[src/rtl/mcoi_led_driver_pkg.sv]
`timescale 1ns/1ps
`default_nettype none
// ============================================================================
// Module      : mcoi_led_driver_pkg
// Description : Shared types and helpers for the MCOI diagnostic LED driver.
// Revision    : 1.0 - initial release
// ============================================================================
package mcoi_led_driver_pkg;

    localparam int LED_MODE_W = 3;

    typedef enum logic [LED_MODE_W-1:0] {
        LED_OFF       = 3'd0,
        LED_ON        = 3'd1,
        LED_SLOW      = 3'd2,
        LED_FAST      = 3'd3,
        LED_FLASH     = 3'd4,
        LED_HEARTBEAT = 3'd5
    } led_mode_t;

    // Register width needed to hold n_states distinct values, never below 1.
    function automatic int width_for(input int n_states);
        return (n_states <= 2) ? 1 : $clog2(n_states);
    endfunction

endpackage
`default_nettype wire

[src/rtl/mcoi_tick_gen.sv]
`timescale 1ns/1ps
`default_nettype none
// ============================================================================
// Module      : mcoi_tick_gen
// Description : Free-running prescaler; one-cycle tick every DIV clocks.
// Revision    : 1.0 - initial release
// ============================================================================
module mcoi_tick_gen
    import mcoi_led_driver_pkg::*;
#(
    parameter int DIV = 100_000
) (
    input  logic clk,
    input  logic rst,
    output logic tick_o
);

    localparam int                 c_CNT_W = width_for(DIV);
    localparam logic [c_CNT_W-1:0] c_LAST  = c_CNT_W'(DIV - 1);

    // A divider below 2 cannot produce a one-cycle pulse with a gap.
    if (DIV < 2) begin : g_div_check
        $error("mcoi_tick_gen: DIV must be at least 2");
    end

    logic [c_CNT_W-1:0] r_cnt;

    // Count 0..DIV-1 and wrap.
    always_ff @(posedge clk) begin
        if (rst) begin
            r_cnt <= '0;
        end else if (r_cnt == c_LAST) begin
            r_cnt <= '0;
        end else begin
            r_cnt <= r_cnt + 1'b1;
        end
    end

    assign tick_o = (r_cnt == c_LAST);

endmodule
`default_nettype wire

[src/rtl/mcoi_led_driver.sv]
`timescale 1ns/1ps
`default_nettype none
// ============================================================================
// Module      : mcoi_led_driver
// Description : Multi-channel diagnostic LED driver (off/on/slow/fast/flash/
//               heartbeat) with all channels sharing one tick and phase.
// Revision    : 1.0 - initial release
// ============================================================================
module mcoi_led_driver
    import mcoi_led_driver_pkg::*;
#(
    parameter int                  NUM_LEDS        = 6,
    parameter int                  CLK_FREQ_HZ     = 100_000_000,
    parameter int                  TICK_HZ         = 1000,
    parameter int                  SLOW_HALF_TICKS = 500,
    parameter int                  FAST_HALF_TICKS = 100,
    parameter int                  STRETCH_TICKS   = 50,
    parameter logic [NUM_LEDS-1:0] ACTIVE_LOW_MASK = '0
) (
    input  logic                           clk,
    input  logic                           rst,
    input  logic [LED_MODE_W*NUM_LEDS-1:0] mode_i,
    input  logic [NUM_LEDS-1:0]            event_i,
    output logic [NUM_LEDS-1:0]            led_o,
    output logic                           tick_o
);

    localparam int c_DIV       = CLK_FREQ_HZ / TICK_HZ;
    localparam int c_SLOW_W    = width_for(SLOW_HALF_TICKS);
    localparam int c_FAST_W    = width_for(FAST_HALF_TICKS);
    localparam int c_HB_PERIOD = 10 * FAST_HALF_TICKS;
    localparam int c_HB_W      = width_for(c_HB_PERIOD);
    localparam int c_STR_W     = width_for(STRETCH_TICKS + 1);

    localparam logic [c_SLOW_W-1:0] c_SLOW_LAST = c_SLOW_W'(SLOW_HALF_TICKS - 1);
    localparam logic [c_FAST_W-1:0] c_FAST_LAST = c_FAST_W'(FAST_HALF_TICKS - 1);
    localparam logic [c_HB_W-1:0]   c_HB_LAST   = c_HB_W'(c_HB_PERIOD - 1);
    localparam logic [c_HB_W-1:0]   c_HB_F      = c_HB_W'(FAST_HALF_TICKS);
    localparam logic [c_HB_W-1:0]   c_HB_2F     = c_HB_W'(2 * FAST_HALF_TICKS);
    localparam logic [c_HB_W-1:0]   c_HB_3F     = c_HB_W'(3 * FAST_HALF_TICKS);
    localparam logic [c_STR_W-1:0]  c_STRETCH   = c_STR_W'(STRETCH_TICKS);

    logic                w_tick;
    logic [c_SLOW_W-1:0] r_slow_cnt, w_slow_cnt_nxt;
    logic                r_slow_ph,  w_slow_ph_nxt;
    logic [c_FAST_W-1:0] r_fast_cnt, w_fast_cnt_nxt;
    logic                r_fast_ph,  w_fast_ph_nxt;
    logic [c_HB_W-1:0]   r_hb_cnt,   w_hb_cnt_nxt;
    logic                w_hb_lit;
    logic [NUM_LEDS-1:0] w_lit;
    logic [NUM_LEDS-1:0] r_led;

    mcoi_tick_gen #(
        .DIV    (c_DIV)
    ) u_tick_gen (
        .clk    (clk),
        .rst    (rst),
        .tick_o (w_tick)
    );

    // Shared blink/heartbeat next state. Channels display these next-state
    // values so an edge shows up one cycle after the tick that causes it,
    // and a mode change in the same cycle already sees the updated phase.
    always_comb begin
        w_slow_cnt_nxt = r_slow_cnt;
        w_slow_ph_nxt  = r_slow_ph;
        w_fast_cnt_nxt = r_fast_cnt;
        w_fast_ph_nxt  = r_fast_ph;
        w_hb_cnt_nxt   = r_hb_cnt;
        if (w_tick) begin
            if (r_slow_cnt == c_SLOW_LAST) begin
                w_slow_cnt_nxt = '0;
                w_slow_ph_nxt  = ~r_slow_ph;
            end else begin
                w_slow_cnt_nxt = r_slow_cnt + 1'b1;
            end
            if (r_fast_cnt == c_FAST_LAST) begin
                w_fast_cnt_nxt = '0;
                w_fast_ph_nxt  = ~r_fast_ph;
            end else begin
                w_fast_cnt_nxt = r_fast_cnt + 1'b1;
            end
            if (r_hb_cnt == c_HB_LAST) begin
                w_hb_cnt_nxt = '0;
            end else begin
                w_hb_cnt_nxt = r_hb_cnt + 1'b1;
            end
        end
    end

    // Two pulses per heartbeat period: [0,F) and [2F,3F).
    assign w_hb_lit = (w_hb_cnt_nxt < c_HB_F) ||
                      ((w_hb_cnt_nxt >= c_HB_2F) && (w_hb_cnt_nxt < c_HB_3F));

    // Shared blink and heartbeat state registers.
    always_ff @(posedge clk) begin
        if (rst) begin
            r_slow_cnt <= '0;
            r_slow_ph  <= 1'b0;
            r_fast_cnt <= '0;
            r_fast_ph  <= 1'b0;
            r_hb_cnt   <= '0;
        end else begin
            r_slow_cnt <= w_slow_cnt_nxt;
            r_slow_ph  <= w_slow_ph_nxt;
            r_fast_cnt <= w_fast_cnt_nxt;
            r_fast_ph  <= w_fast_ph_nxt;
            r_hb_cnt   <= w_hb_cnt_nxt;
        end
    end

    for (genvar n = 0; n < NUM_LEDS; n++) begin : g_ch
        logic [LED_MODE_W-1:0] w_mode;
        logic [c_STR_W-1:0]    r_stretch;
        logic [c_STR_W-1:0]    w_stretch_nxt;
        logic                  w_ch_lit;

        assign w_mode = mode_i[LED_MODE_W*n +: LED_MODE_W];

        // Stretch counter runs in every mode; an event reloads it and wins
        // over a same-cycle decrement.
        always_comb begin
            w_stretch_nxt = r_stretch;
            if (event_i[n]) begin
                w_stretch_nxt = c_STRETCH;
            end else if (w_tick && (r_stretch != '0)) begin
                w_stretch_nxt = r_stretch - 1'b1;
            end
        end

        // Per-channel stretch counter register.
        always_ff @(posedge clk) begin
            if (rst) begin
                r_stretch <= '0;
            end else begin
                r_stretch <= w_stretch_nxt;
            end
        end

        // Mode select; unused codes fall through to dark.
        always_comb begin
            w_ch_lit = 1'b0;
            case (w_mode)
                LED_ON:        w_ch_lit = 1'b1;
                LED_SLOW:      w_ch_lit = w_slow_ph_nxt;
                LED_FAST:      w_ch_lit = w_fast_ph_nxt;
                LED_FLASH:     w_ch_lit = event_i[n] | (w_stretch_nxt != '0);
                LED_HEARTBEAT: w_ch_lit = w_hb_lit;
                default:       w_ch_lit = 1'b0;
            endcase
        end

        assign w_lit[n] = w_ch_lit;
    end

    // Registered LED drive with per-pin polarity; reset leaves all dark.
    always_ff @(posedge clk) begin
        if (rst) begin
            r_led <= ACTIVE_LOW_MASK;
        end else begin
            r_led <= w_lit ^ ACTIVE_LOW_MASK;
        end
    end

    assign led_o  = r_led;
    assign tick_o = w_tick;

endmodule
`default_nettype wire

[config.mk]
export PLATFORM = sky130hd
export DESIGN_NAME = mcoi_led_driver
export DESIGN_NICKNAME = d
export VERILOG_FILES = /design/src/rtl/mcoi_led_driver_pkg.sv /design/src/rtl/mcoi_tick_gen.sv /design/src/rtl/mcoi_led_driver.sv
export SDC_FILE = /design/constraint.sdc
export NUM_CORES = 1
export LEC_CHECK = 0
export ABC_AREA = 1
export CAP_MARGIN = 20
export CORE_MARGIN = 2
export CORE_UTILIZATION = 54
export DETAILED_ROUTE_END_ITERATION = 8
export PLACE_DENSITY = 0.77
export SYNTH_ARGS = -nofsm -noshare
export SYNTH_HDL_FRONTEND = slang
export SYNTH_HIERARCHICAL = 1
export SYNTH_SLANG_ARGS = --single-unit
[constraint.sdc]
create_clock -name clk -period 2.3 [get_ports clk]
set_input_delay 0.46 -clock clk [delete_from_list [all_inputs] [get_ports clk]]
set_output_delay 0.46 -clock clk [all_outputs]
set_load 0.01 [all_outputs]
==> out/results.tsv <==
metric	value	unit
startpoint_type	register	
gp_congestion	0.914	
track_usage	0.240	
yosys.cell_types.count	33	
cts_hold_buf	0	
whs	499	ps
slowest_stage	dfxtp_4	
critPathTopFamily	simple AND/OR/NAND/NOR gates	
area_delta_synth_final	18.2	%
violations	negative setup slack	
fin_setup_tns	-228	ps
max_stage_delay	370	ps
ys_ff_latch	87	
arrival	2640	ps
end_kind	register	
ys.warnings.count	6	
final-setup-viol-count	7	
grt_most_used_layer	met2	
synth-seq-area-share	0.335	
io_pins	33	
p_per_area	468	nW/um^2
crit_path_max_fanout	6	
drt_iter0_markers	256	
cp_cell_sequence	inv_2 -> nand2_2 -> nor3_4 -> nand3_4 -> inv_4 -> buf_6 -> nand2_8 -> nor2_4 -> nand4_1 -> nand2_1 -> nor2_2 -> nand2_1 -> nand2_2 -> a21oi_4 -> nand3_2 -> a21oi_2	
hpwlAfterDp	8690	um
syn_nets	861	
synth_area	5200	um^2
via_per_inst	5.08	
cts_buffers	9	
diodes	0	
cts_buffer_depth	2	
final_util	0.662	
num_vias	5143	
fin_skew	12.6	ps
drt_first_pass_iters	5	
crit-reg2reg-launch	u_tick_gen/r_cnt[12]$_SDFF_PP0_	
nets	920	
cts_sinks	87	
fp-row-count	35	
crit_end	led_o[5]$_SDFF_PP0_	
peakVddDrop	346	uV
use_met1	0.285	
cts.root.buffer_cell	clkbuf_8	
core	9280	um^2
drive_gt1_frac	0.120	
use_met3	0.0513	
worst_slack	-51.1	ps
synthCells	819	
cts.reportedPaths.clkPinSlew	90	ps
wl_per_cell	12.0	um
hp-class	reg -> reg	
syn_avg_cell_area	6.35	um^2
critPathKind	reg -> reg	
grt_pass1_vias	4844	
grt_overflow	0	
totalWireLength	12100	um
crit_required	2590	ps
fin_crit_sh	1.02	
finalMaxSlewViolations	0	
grt_pass1_wl	20400	um
timing_hold_violations_final	0	
fillCellCount	878	
cp.depth	16	
rsz0062_at_grt	yes	
worst-path-buf-inv	3	
antenna_found_initial	0	
max-cap-violations	0	
die_y	102	um
cts_tree	done	
die_x	102	um
clkLatencyLatePin	360	ps
tightestPinTransition	472	ps
p_leak	0.00282	uW
drc	0	
fp.dieArea	10400	um^2
initial_core_util	0.560	
postRouteAntennaNets	0	
r2r_slack	-50	ps
fmax	425	MHz
htree_levels	3	
crit_path_start	u_tick_gen/r_cnt[12]$_SDFF_PP0_	
slew_headroom	0.686	
r2r_cells	16	
portBuffers	32	
finalCriticalPeriod	2350	ps
grtUsageMet2	0.441	
reg2reg_to	led_o[5]$_SDFF_PP0_	
grt_max_degree	39	
status	finished, violations left	
[cell families (layout without fill, tap and decap cells)]
| group | after synthesis | count (layout) | synth area share |
|---|---|---|---|
| adder cells (fa/ha/maj) | 16 | 16 | 0.0385 |
| XOR/XNOR | 24 | 24 | 0.0419 |
| buffers and inverters | 123 | 187 | 0.0950 |
| AO/OA/AOI/OAI | 45 | 45 | 0.0481 |
| flip-flops | 87 | 87 | 0.335 |
| AND/OR/NAND/NOR | 524 | 524 | 0.442 |
[routing by layer]
metal / wire [um] / vias up
met3: 461 / 22
met4: 167 / 0
met5: 0 / -
met1: 5450 / 2321
met2: 6040 / 115
li1: - / 2685
[per-stage QoR]
stage          area, um^2  power, uW  setup WS [ps]  std cells
2_1_floorplan        5200       1800           27.4        819
3_3_place_gp         5760       1910           21.2        987
3_5_place_dp         5760       1920          -67.3        987
4_1_cts              6000       2890          -3.82       1009
5_1_grt              6150       3000           -176       1012
6_report             6150       2880          -51.1       1012
[synthesized netlist by cell type, drive strengths merged]
| master | count | share of area |
|---|---|---|
| xor2 | 8 | 0.015 |
| nand3b | 13 | 0.019 |
| inv | 113 | 0.082 |
| nor3 | 29 | 0.029 |
| o21ai | 17 | 0.016 |
| nor4 | 2 | 0.0024 |
| nand2 | 236 | 0.18 |
| nand3 | 67 | 0.065 |
| ha | 16 | 0.038 |
| nand4 | 16 | 0.019 |
| xnor2 | 16 | 0.027 |
| buf | 4 | 0.0072 |
| o21bai | 2 | 0.0029 |
| and3 | 1 | 0.0012 |
| dfxtp | 87 | 0.33 |
| nor3b | 2 | 0.0029 |
| a31oi | 7 | 0.0084 |
| a21oi | 19 | 0.020 |
| clkbuf | 6 | 0.0063 |
| nor2 | 158 | 0.13 |
[sequential cells by signal (all words and copies together) (netlist names)]
register and count:
r_slow_ph 1, r_hb_cnt 10, r_fast_cnt 7, r_slow_cnt 9, u_tick_gen/r_cnt 17, led_o 6
g_ch.r_stretch 36, r_fast_ph 1
[report_power, final]
| part | internal, uW | total [uW] | switching [uW] |
|---|---|---|---|
| combinational | 150 | 330 | 180 |
| clock | 421 | 978 | 557 |
| sequential | 1540 | 1570 | 28.5 |
[worst min path at each step]
stage,start,end,slack (ps),cells after the start
global placement,r_fast_cnt[6]$_SDFFE_PP0P_,r_fast_cnt[6]$_SDFFE_PP0P_,470,2
floorplan,u_tick_gen/r_cnt[0]$_SDFF_PP0_,u_tick_gen/r_cnt[0]$_SDFF_PP0_,440,1
detailed placement,r_fast_ph$_SDFF_PP0_,r_fast_ph$_SDFF_PP0_,480,2
CTS,r_fast_ph$_SDFF_PP0_,r_fast_ph$_SDFF_PP0_,490,2
finish,r_fast_cnt[5]$_SDFFE_PP0P_,r_fast_cnt[6]$_SDFFE_PP0P_,500,2
global route,r_fast_cnt[5]$_SDFFE_PP0P_,r_fast_cnt[6]$_SDFFE_PP0P_,520,2
[tightest hold or removal path: stages, from the launching register on]
cell and delay (ps):
dfxtp_1 310, nand2_1 80, a21oi_1 70
[cells in the final DEF, fill, tap and decap left out, types with 5 or more instances in the layout]
cell	synthesis	layout
nor2_2	17	18
nor3_1	28	28
buf_4	1	23
xor2_1	7	6
nor2_1	138	134
nand3_2	1	5
clkbuf_8	1	10
nand3_1	66	61
ha_1	16	15
a31oi_1	7	7
o21ai_0	15	14
dfxtp_1	87	81
nor2_4	3	6
xnor2_1	16	16
nand2_1	226	221
dfxtp_2	0	5
nand3b_1	13	13
clkdlybuf4s50_1	0	31
inv_1	112	109
nand2_2	9	12
nand4_1	16	16
a21oi_1	18	15
[what timing repair did]
item | CTS | global route
setup buffers | 6 | 3
setup endpoints to repair | 7 | 9
endpoints found under the hold margin | 0 | 0
pin swaps | 5 | 18
resized for setup | 7 | 38
[layout make-up]
type                    count  area [um^2]  share of cell area
repair buffers             58          539              0.0877
multi-input cells         609         3090               0.503
clock buffers              11          141              0.0230
clock inverters             5         33.8             0.00549
well taps                 129          161              0.0263
flip-flops and latches     87         1750               0.285
inverters                 113          427              0.0694
No activity file was read; power rests on OpenSTA's default activity.
